**config.mk**
```make
export PLATFORM = sky130hd
export DESIGN_NAME = if_jump_redirect
export DESIGN_NICKNAME = d
export VERILOG_FILES = /design/src/rtl/if_jump_redirect.sv
export SDC_FILE = /design/constraint.sdc
export NUM_CORES = 1
export LEC_CHECK = 0
export CORE_MARGIN = 1
export CORE_UTILIZATION = 48
export CTS_CLUSTER_SIZE = 30
export DETAILED_ROUTE_END_ITERATION = 10
export GPL_TIMING_DRIVEN = 0
export PLACE_DENSITY = 0.82
export SLEW_MARGIN = 40
export SYNTH_ARGS = -nofsm -noshare
export SYNTH_HDL_FRONTEND = slang
export SYNTH_SLANG_ARGS = --single-unit
```
**constraint.sdc**
```tcl
create_clock -name clk -period 2.55 [get_ports clk]
set_clock_uncertainty 0.15 [all_clocks]
set_input_delay 0.255 -clock clk [delete_from_list [all_inputs] [get_ports clk]]
set_output_delay 0.255 -clock clk [all_outputs]
set_load 0.01 [all_outputs]
```
**src/rtl/if_jump_redirect.sv**
```systemverilog
// Fetch stage: PC register, IF/ID pipeline register and J redirect under run/step/halt control.
// Optional IF_DELAY_SLOT_EN: the instruction fetched alongside a taken jump enters IF/ID as valid.
module if_jump_redirect #(
  parameter int unsigned           PC_WIDTH    = 32,
  parameter logic [PC_WIDTH-1:0]   RESET_PC    = '0,
  parameter int unsigned           INSTR_WIDTH = 32
) (
  input  logic                   clk,
  input  logic                   reset,
  input  logic                   run,
  input  logic                   step,
  input  logic                   halt_req,
  input  logic                   stall,
  input  logic                   jump_sel,
  input  logic [25:0]            jump_index,
  input  logic [INSTR_WIDTH-1:0] imem_data,
  output logic [PC_WIDTH-1:0]    imem_addr,
  output logic [INSTR_WIDTH-1:0] if_id_instr,
  output logic [PC_WIDTH-1:0]    if_id_pc_plus4,
  output logic                   if_id_valid,
  output logic                   running,
  output logic [31:0]            cycle_count
);

  typedef enum logic [1:0] {
    S_IDLE,
    S_RUN,
    S_STEP
  } state_e;

  state_e                 state_q;
  logic [PC_WIDTH-1:0]    pc_q;
  logic [INSTR_WIDTH-1:0] instr_q;
  logic [PC_WIDTH-1:0]    pc4_q;
  logic                   valid_q;
  logic                   running_q;
  logic [31:0]            cnt_q;

  logic                   advance_d;
  logic                   jump_taken_d;
  logic [PC_WIDTH-1:0]    pc_plus4_d;
  logic [PC_WIDTH-1:0]    target_d;

  always_comb begin
    advance_d    = (state_q != S_IDLE) && !stall;
    // A jump decode on a bubble must not redirect.
    jump_taken_d = jump_sel && valid_q;
    pc_plus4_d   = pc_q + PC_WIDTH'(4);
    target_d     = {pc4_q[PC_WIDTH-1:28], jump_index, 2'b00};
  end

  always_ff @(posedge clk) begin
    if (reset) begin
      state_q   <= S_IDLE;
      pc_q      <= RESET_PC;
      instr_q   <= '0;
      pc4_q     <= '0;
      valid_q   <= 1'b0;
      running_q <= 1'b0;
      cnt_q     <= '0;
    end else begin
      case (state_q)
        S_IDLE: begin
          if (run) begin
            state_q   <= S_RUN;
            running_q <= 1'b1;
          end else if (step) begin
            state_q   <= S_STEP;
            running_q <= 1'b0;
          end else begin
            running_q <= 1'b0;
          end
        end
        S_STEP: begin
          running_q <= 1'b0;
          if (advance_d) state_q <= S_IDLE;
        end
        S_RUN: begin
          if (halt_req) begin
            state_q   <= S_IDLE;
            running_q <= 1'b0;
          end else begin
            running_q <= 1'b1;
          end
        end
        default: begin
          state_q   <= S_IDLE;
          running_q <= 1'b0;
        end
      endcase

      if (advance_d) begin
        cnt_q <= cnt_q + 32'd1;
        pc4_q <= pc_plus4_d;
        if (jump_taken_d) begin
          pc_q <= target_d;
`ifdef IF_DELAY_SLOT_EN
          instr_q <= imem_data;
          valid_q <= 1'b1;
`else
          instr_q <= '0;
          valid_q <= 1'b0;
`endif
        end else begin
          pc_q    <= pc_plus4_d;
          instr_q <= imem_data;
          valid_q <= 1'b1;
        end
      end
    end
  end

  assign imem_addr      = pc_q;
  assign if_id_instr    = instr_q;
  assign if_id_pc_plus4 = pc4_q;
  assign if_id_valid    = valid_q;
  assign running        = running_q;
  assign cycle_count    = cnt_q;

endmodule

```
=== Yosys cells after proc, flatten, opt, wreduce, memory -nomap -nowiden ===
Index checks and enable logic that the tools add are counted.

* Input bits: 65
* Bits in registers: 132
* Output and inout port bits: 130

* Equal/unequal tests: 5
* Mux-type cells: 11
* Add/subtract/negate cells: 2
* Reductions and logical operators: 6

{| class="wikitable"
|+ Operators by type and width
! operator !! number
|-
| 32-bit 2-to-1 mux || 2
|-
| 32-bit by 1-bit adder with 32-bit output (second input constant) || 1
|-
| 32-bit by 3-bit adder with 32-bit output (second input constant) || 1
|-
| 2-bit 2-to-1 mux || 4
|-
| 2-bit case mux with 3 select lines || 1
|-
| 2-bit != test (second input constant) || 2
|-
| 1-bit 2-to-1 mux || 3
|-
| 3-bit != test (second input constant) || 1
|-
| 3-bit AND reduction || 1
|-
| 2-bit by 1-bit equality test with 1-bit output (second input constant) || 1
|-
| 2-bit equality test (second input constant) || 1
|-
| 1-bit logical AND || 2
|-
| 2-bit logical NOT || 1
|-
| 1-bit case mux with 2 select lines || 1
|-
| 2-bit nonzero test || 1
|-
| 1-bit logical NOT || 1
|}

=== Depth between registers and ports, before layout ===
Gate-level depths: netlist of the first run.

* Depth in word-level cells: 4
* Gate-level depth with buffers: 8
* Gate-level depth less buffers: 5

=== Least setup slack after synthesis of the first run ===
OpenSTA, ideal clock, no wires.

* Path type: flip-flop to flip-flop
* Start point: register pc_q[2], in the netlist imem_addr[2]
* End point: register pc_q[24], in the netlist imem_addr[24]
* Setup slack: 0.602 ns
* Period minus slack after synthesis: 1.948 ns
* Cell stages (with the launch flop): 8
* Buffers on the path: 2
* Arrival: 1.660 ns
* Library setup time: 0.137 ns
* Cells stage by stage: dfxtp_1 > ha_1 > and3_1 > buf_2 > nand4_1 > buf_2 > o311ai_0 > o211ai_1

* Longest elaborated chain between the ends: 2

{| class="wikitable"
|+ RTL lines
! what !! RTL line !! text
|-
| start, declared || 32 || <nowiki>logic [PC_WIDTH-1:0] pc_q;</nowiki>
|-
| start signal, assigned || 96 || <nowiki>pc_q <= target_d;</nowiki>
|-
| start signal, assigned || 105 || <nowiki>pc_q <= pc_plus4_d;</nowiki>
|-
| 32-bit by 3-bit adder with 32-bit output || 48 || <nowiki>pc_plus4_d = pc_q + PC_WIDTH'(4);</nowiki>
|-
| 32-bit 2-to-1 mux || 95 || <nowiki>if (jump_taken_d) begin</nowiki>
|}

Every way passes these cells.
A chain may end at the register's enable or synchronous reset.

=== Worst setup path after layout of the first run ===
* Start point: register valid_q, in the netlist if_id_valid
* End point: register pc_q[27], in the netlist imem_addr[27]

* Longest elaborated chain between the ends: 2

{| class="wikitable"
|+ RTL lines
! what !! RTL line !! text
|-
| start, declared || 35 || <nowiki>logic valid_q;</nowiki>
|-
| start signal, assigned || 58 || <nowiki>valid_q <= 1'b0;</nowiki>
|-
| start signal, assigned || 102 || <nowiki>valid_q <= 1'b0;</nowiki>
|-
| start signal, assigned || 107 || <nowiki>valid_q <= 1'b1;</nowiki>
|-
| 1-bit logical AND || 47 || <nowiki>jump_taken_d = jump_sel && valid_q;</nowiki>
|-
| 32-bit 2-to-1 mux || 95 ||
|}

Every way passes these cells.

==> results, run 1 <==
- The nature of the critical path endpoint is a flop.
- The relative contribution of combinational cells to total power is 14.2%.
- The cell-internal power is 3.87 mW.
- Along the worst path, the maximum fanout reaches 10.
- Cells with a size suffix above 1 make up 7.90% of the layout.
- In this run the worst hold path is classified as primary input to flop.
- The number of sinks driven by the clock tree is 128.
- In this run the critical register-to-register path is launched from if_id_valid.
- The share of synthesized registers carrying an async set or reset is 0%.
- In the post-synthesis netlist, the biggest area contributors are dfxtp_1 40%, nand3_1 5.6%, a21oi_1 5.5%.
- The antenna diode instance count is 0.
- The signed area change from the synthesized netlist to the final layout is 41.4%.
- The total core area is 12800 um2.
- The commonest cells after synthesis are 128 x dfxtp_1, 75 x nand2_1, 72 x nand3_1.
- The cell type with the highest aggregate area in the netlist is dfxtp_1.
- In this run the power density over the cells is 569 nW/um2.
- The count of TritonRoute iterations in the first routing pass is 7.
- Synthesis instantiated 62 different standard cells from the library.
- Static timing analysis puts the maximum clock frequency at 0.399 GHz.
- Setup violations remaining at the end of the flow were counted as 0.
- In this design, the largest share of critical-path delay is due to buffers and inverters.
- The largest single stage delay on the critical path is 0.63 ns.
- In this run the static leakage power is 3.07 nW.
- The most numerous cell type found on the critical path is clkbuf_1.
- The area after detailed placement is 8540 um2.
- The wire length after detailed routing is 23000 um.
- The final count of pins violating max slew is 0.
- Yosys printed 0 warnings.
- The number of standard-cell rows in the floorplan is 41.
- The library cell used as clock root buffer is clkbuf_16.
- The height of the chip is 118 um.
- The fill cell total of the finished layout is 1065.
- After detailed routing, the number of vias per cell comes to 6.14.
- TritonCTS built the clock tree.
- The initial antenna violation count is 0.
- The number of buffers and inverters on the critical path is 3.
- The number of nets still failing antenna checks after routing is 0.
- The number of enable-type register cells in the synthesized netlist is 0.
- After synthesis, flip-flops and latches occupy 39.8% of the total area.
- The slowest stage of the critical path is the clkbuf_1 cell.
- In this run, synthesis produced a sequential element count of 128.
- The sink of the worst hold path is imem_addr[8].
- Counting along the longest clock path gives a buffer depth of 2.
- The total overflow left after global routing is 0.
- The number of design-rule violations left by the first detailed-router iteration is 744.
- IR analysis of the VDD net gives a maximum drop of 0.376 mV.
- The number of cell instances on the worst register-to-register path is 6.
- The largest net degree at the start of global routing is 17.
- By instance count, the leading cell after synthesis is dfxtp_1.
- The detail-routed net length per standard cell is 19.2 um.
- The critical path goes through clkbuf_1, nand2_1, buf_2, clkbuf_1, o311ai_0, a31oi_1.
- The final layout net count is 1081.
- Of the post-synthesis cell area, the dominant cell type holds 39.8%.
- The startpoint class of the critical path is a flop.
- The transition time at the pin with the least slew margin is 0.773 ns.
- In this run the tool buffered the top-level ports with 188 buffer cells.
- The worst path uses 98.2% of the clock period.
- The maximum level of the CTS H-tree is 4.
- Global routing used 33.2% of the available tracks across all layers.
- The net switching power figure is 1.31 mW.
- The worst register-to-register path ends at imem_addr[27].
- The number of DRC violations after detailed routing is 0.
- The detailed-placement wirelength estimate is 16200 um.
- The run finished with clean final reports.
- The post-route cell area is 9090 um2.
- The core occupancy in the finished layout is 70.9%.
- At the worst endpoint, the arrival time is 2.69 ns.
- The post-CTS setup repair buffer count is 0.
- At the worst endpoint, the required time is 2.73 ns.
- The dominant register cell in the synthesized netlist is dfxtp_1.
- The via count is 7352.
- The boundary pin count is 195.
- The gate count after technology mapping is 804.
- Counting I/O delays and the setup requirement, the final critical path takes 2.50 ns.
- Setup repair after global routing left no endpoint under its margin.
- The clock insertion delay at the later pin of the skew report is 0.42 ns.
- In this run the cell area of the synthesized design comes to 6430 um2.
- The switching power share of the total is 25.2%.
- In this run the most critical hold path is launched from jump_sel.
- The register-to-register path setup slack is 0.05 ns.
- The number of global-route vias before repair is 6895.
- The setup TNS after final layout is 0 ns.
- The congestion estimate from routability-driven global placement came to 0.954.
- The worst pin sits at a relative slew slack of 48.5%.
- The die width is 118 um.
- The synthesized area divided by synthesized cell count is 8.00 um2.
- After layout, the design draws a total of 5.18 mW.
- The initial utilization of the core area, before any placement, comes to 50.2%.
- The hold violation count in the final report is 0.
- The global-route wire length before repair is 36400 um.
- After clock tree synthesis, the clock-pin slew on the worst setup and hold paths is 0.05 ns.
- In this run, flip-flops and latches consume 41.6% of the power.
- The number of buffers added by the clock tree synthesis step is 17.
- By startpoint and endpoint, the worst setup path is classified as flop to flop.
- Per report_power, the clock group accounts for 44.2% of the total.
- The die covers 13900 um2.
- The number of cells on the worst hold path is 5.
- The max-capacitance violation count is 0.
layout by cell type (no fill, tap or decap), types with 12 or more instances in the layout:
master             n
clkdlybuf4s50_1  188
o21ai_0           45
or4_1             14
nor4_1            15
a211oi_1          12
nor2_1            44
clkbuf_16         17
a21oi_1           71
nor3_1            16
nand3_1           72
a31oi_1           20
or3_1             17
buf_2             28
dfxtp_1          128
and3_1            17
clkbuf_1          43
o31ai_1           17
nand4_1           20
nand2_1           75
what timing repair did:
| item | in CTS | in global routing |
|---|---|---|
| setup endpoints to repair | 0 | 11 |
| resized for setup | 0 | 3 |
| hold endpoints to repair | 0 | 0 |
| hold buffers | 0 | 0 |
tightest hold or removal path: stages:
cell     delay, ns
buf_2         0.18
nand3_1       0.10
o41ai_1       0.06
nand2_1       0.06
a21oi_1       0.05
sequential cells by signal, indices dropped and copies added, names as in the netlist:
name / flops
running: 1
if_id_pc_plus4: 30
if_id_valid: 1
cycle_count: 32
if_id_instr: 32
imem_addr: 30
state_q: 2
layout make-up:
class / instances / area, um2 / share of cell area, %
Multi-Input combinational cell: 585 / 3470 / 38.1
Clock buffer: 22 / 454 / 4.99
Clock inverter: 8 / 90.1 / 0.991
Tap cell: 172 / 215 / 2.37
Timing Repair Buffer: 188 / 1880 / 20.7
Sequential cell: 128 / 2560 / 28.2
Buffer: 86 / 395 / 4.35
Inverter: 8 / 30.0 / 0.330
power by group through the flow:
stage / Combinational [mW] / Clock (mW) / Sequential (mW)
floorplan: 0.288 / 0 / 2.22
global placement: 0.714 / 0 / 2.19
detailed placement: 0.717 / 0 / 2.19
CTS: 0.723 / 2.30 / 2.15
global route: 0.785 / 2.38 / 2.17
finish: 0.734 / 2.29 / 2.15
worst max path at each step:
| stage | startpoint | to | cells after the start |
|---|---|---|---|
| final | if_id_valid | imem_addr[27] | 6 |
| after global routing | if_id_valid | imem_addr[27] | 6 |
| after CTS | if_id_valid | if_id_instr[30] | 6 |
| after detailed placement | stall | if_id_pc_plus4[20] | 6 |
| after global placement | stall | if_id_pc_plus4[20] | 6 |
| after floorplan | imem_addr[2] | imem_addr[24] | 7 |
stage by stage:
step / std cells / setup WS, ns / hold slack [ns]
5_1_grt: 1197 / 0.0121 / 0.231
3_3_place_gp: 1167 / -0.0577 / 0.287
2_1_floorplan: 807 / 0.602 / 0.224
6_report: 1197 / 0.0462 / 0.206
4_1_cts: 1197 / 0.0994 / 0.177
3_5_place_dp: 1167 / -0.0367 / 0.294
metal layers:
| metal | track usage [%] | part of all wire (%) | vias to the layer above |
|---|---|---|---|
| met5 | 0 | 0 | - |
| met4 | 14.6 | 3.5 | 0 |
| met3 | 10.9 | 12 | 72 |
| met2 | 51.4 | 44 | 485 |
| met1 | 42.0 | 40 | 3392 |
| li1 | - | - | 3403 |
logic make-up after synthesis:
group / count (synthesis) / share of synthesized area [%]
AO/OA/AOI/OAI: 220 / 21.6
XOR/XNOR: 19 / 2.59
adder cells (fa/ha/maj): 2 / 0.389
buffers and inverters: 94 / 6.59
flip-flops: 128 / 39.8
multiplexers: 9 / 1.56
other: 1 / 0.0583
AND/OR/NAND/NOR: 331 / 27.4
Power figures use the tool's default switching activity.
==> inputs of run 2 (changes only) <==
--- a/config.mk
+++ b/config.mk
@@ -11,6 +11,7 @@
 export DETAILED_ROUTE_END_ITERATION = 10
 export GPL_TIMING_DRIVEN = 0
 export PLACE_DENSITY = 0.82
+export SETUP_SLACK_MARGIN = 0.2
 export SLEW_MARGIN = 40
 export SYNTH_ARGS = -nofsm -noshare
 export SYNTH_HDL_FRONTEND = slang
==> results, run 2 (synthesis gave the netlist of run 1 again) <==
- Leaving out fill and tap cells, the most frequent cell in the layout is clkdlybuf4s50_1.
- The fill cell total of the finished layout is 1061 (-0.38%).
- The number of buffers added by the clock tree synthesis step is 17 (unchanged).
- The register-to-register path setup slack is 0.21 ns (+0.17 ns).
- The area occupied by registers came to 2560 um2 (about the same).
- The die width was 118 um (unchanged).
- The capturing element of the worst setup path is if_id_pc_plus4[2].
- The count of input and output buffers is 188 (unchanged).
- The max-capacitance violation count is 0 (unchanged).
- The die footprint was 13900 um2 (unchanged).
- The global-route usage over all layers came to 33.3% (+0.052 points).
- The leakage power is 3.08 nW (+0.26%).
- The global-route wire length before repair is 36500 um (+0.19%).
- The number of standard-cell rows in the floorplan is 41 (unchanged).
- The share of layout cells above drive strength 1 is 8.59% (+0.68 points).
- The detailed-placement wirelength estimate was 16200 um (unchanged).
- The final count of pins violating max slew is 0 (unchanged).
- In this run the critical register-to-register path is launched from state_q[1].
- STA classifies the critical path startpoint as a flop.
- The first element of the critical path is state_q[1].
- Relative to the synthesized area, the layout overhead comes to 41.6%.
- The combined area of the multi-input logic cells was 3470 um2 (+0.22%).
- The maximum level of the CTS H-tree was 4 (unchanged).
- The fmax is 0.428 GHz (+7.1%).
- The largest fanout on the critical path came to 10 (unchanged).
- The remaining global-route overflow came to 0 (unchanged).
- The cell area power density is 568 nW/um2 (-0.20%).
- The count of TritonRoute iterations in the first routing pass is 7 (unchanged).
- The worst hold slack across all endpoints is 0.196 ns (-0.0100 ns).
- The via count normalized by instance count is 6.16 (+0.22%).
- TritonCTS built the clock tree.
- The clock insertion delay at the later pin of the skew report was 0.42 ns (about the same).
- The placement-stage worst setup slack is -0.0367 ns (unchanged).
- The antenna diode instance count is 0 (unchanged).
- The least setup slack across all paths after layout came to 0.211 ns (+0.165 ns).
- The number of global-route vias before repair is 6885 (-0.15%).
- The hold-fix buffer count after cts is 0 (unchanged).
- The library cell used as clock root buffer is clkbuf_16.
- The boundary pin count was 195 (unchanged).
- The number of nets still failing antenna checks after routing is 0 (unchanged).
- The register clock-pin slew on the reported worst setup and hold paths is 0.05 ns (about the same).
- The number of design-rule violations left by the first detailed-router iteration came to 784 (+5.4%).
- The global placer's final weighted congestion came to 0.954 (unchanged).
- The number of cell instances on the worst register-to-register path is 6 (unchanged).
- The final critical delay including setup and external delays is 2.34 ns (-0.165 ns).
- The maximum resistive drop on vdd is 0.376 mV (about the same).
- The transition time at the pin with the least slew margin came to 0.770 ns (-0.00268 ns).
- The number of sinks driven by the clock tree is 128 (unchanged).
- The maximum buffer depth of the clock tree is 2 (unchanged).
- The worst endpoint required time is 2.69 ns (-0.04 ns).
- The final layout net count is 1081 (unchanged).
- The hold violation count in the final report was 0 (unchanged).
- The run finished with clean final reports.
- The detail-routed net length per standard cell is 19.2 um (+0.18%).
- The type of the most critical hold path is primary input to flop.
- The via count is 7368 (+0.22%).
- The total core area came to 12800 um2 (unchanged).
- Setup repair after global routing could not meet its margin everywhere.
- In this run the critical register-to-register path is captured at if_id_pc_plus4[2].
- The initial antenna violation count is 0 (unchanged).
- The critical path is of the flop to flop type.
- The period utilization was 91.7% (-6.5 points).
- The height of the chip is 118 um (unchanged).
- STA classifies the critical path endpoint as a flop.
- The worst slew margin relative to its limit came to 48.6% (+0.18 points).
- The total of endpoints with negative setup slack in the final report is 0 (unchanged).
- The arrival time of data at the critical path endpoint is 2.48 ns (-0.21 ns).
- The largest net degree at the start of global routing was 17 (unchanged).
- The number of DRC violations after detailed routing is 0 (unchanged).
- The effective utilization at floorplan is 50.2% (unchanged).
- In the layout the commonest cells are 188 x clkdlybuf4s50_1, 126 x dfxtp_1, 75 x nand2_1.
- The wire length after detailed routing is 23000 um (+0.18%).
[run 2: changes by cell type in the layout (fill, tap and decap cells not counted)]
cell	before	now
buf_2	28	27
clkbuf_1	43	39
clkbuf_2	3	6
nand3_2	1	2
dfxtp_2	0	2
dfxtp_1	128	126
buf_1	8	9
clkbuf_4	0	1
ha_2	0	1
nand3_1	72	71
ha_1	2	1
[run 2: power breakdown]
group	switching (mW)	internal, mW	total [mW]
sequential	0.0653	2.09	2.16
clock	0.843	1.44	2.28
combinational	0.395	0.341	0.736
total	1.30	3.87	5.17
[run 2: per-layer routing]
metal  global-route usage, %  wire, um  part of all wire (%)
met1                    42.1      9250                    40
met2                    51.4     10200                    45
met3                    10.9      2740                    12
met4                    14.6       783                   3.4
met5                       0         0                     0
[run 2: what timing repair did]
item,in CTS,in global routing
endpoints found under the hold margin,0,0
resized for setup,2,12
setup buffers,0,0
cloned,0,0
pin swaps,0,1
endpoints found under the setup margin,11,50
[run 2: worst min path at each step]
stage	start	endpoint	slack [ns]	depth (start not counted)
after global placement	if_id_instr[2]	if_id_instr[2]	0.29	2
after detailed placement	if_id_instr[29]	if_id_instr[29]	0.29	2
final	jump_sel	imem_addr[8]	0.20	5
after global routing	jump_sel	imem_addr[8]	0.23	5
after floorplan	halt_req	running	0.22	1
after CTS	jump_sel	imem_addr[8]	0.18	5
[run 2: through the flow]
| stage | instances | TNS [ns] | total power, mW | util [%] | instance area (um2) |
|---|---|---|---|---|---|
| after global routing | 1197 | 0 | 5.34 | 71.0 | 9110 |
| after floorplan | 807 | 0 | 2.51 | - | 6440 |
| after CTS | 1197 | 0 | 5.17 | 70.9 | 9090 |
| final | 1197 | 0 | 5.17 | 71.0 | 9110 |
| after global placement | 1167 | -0.355 | 2.91 | 66.6 | 8540 |
| after detailed placement | 1167 | -0.223 | 2.91 | 66.6 | 8540 |
[run 2: area by class of cell]
| type | count | share of cell area, % |
|---|---|---|
| Buffer | 86 | 4.41 |
| Multi-Input combinational cell | 585 | 38.1 |
| Clock inverter | 8 | 0.989 |
| Timing Repair Buffer | 188 | 20.7 |
| Sequential cell | 128 | 28.2 |
| Tap cell | 172 | 2.36 |
| Clock buffer | 22 | 4.98 |
| Inverter | 8 | 0.330 |
[run 2: worst max-delay path, cell delays in order, from the launching register on]
cell	delay, ns
dfxtp_1	0.34
o21bai_1	0.34
clkbuf_1	0.51
buf_1	0.54
nor2_1	0.13
a21oi_1	0.14
nor2_1	0.05
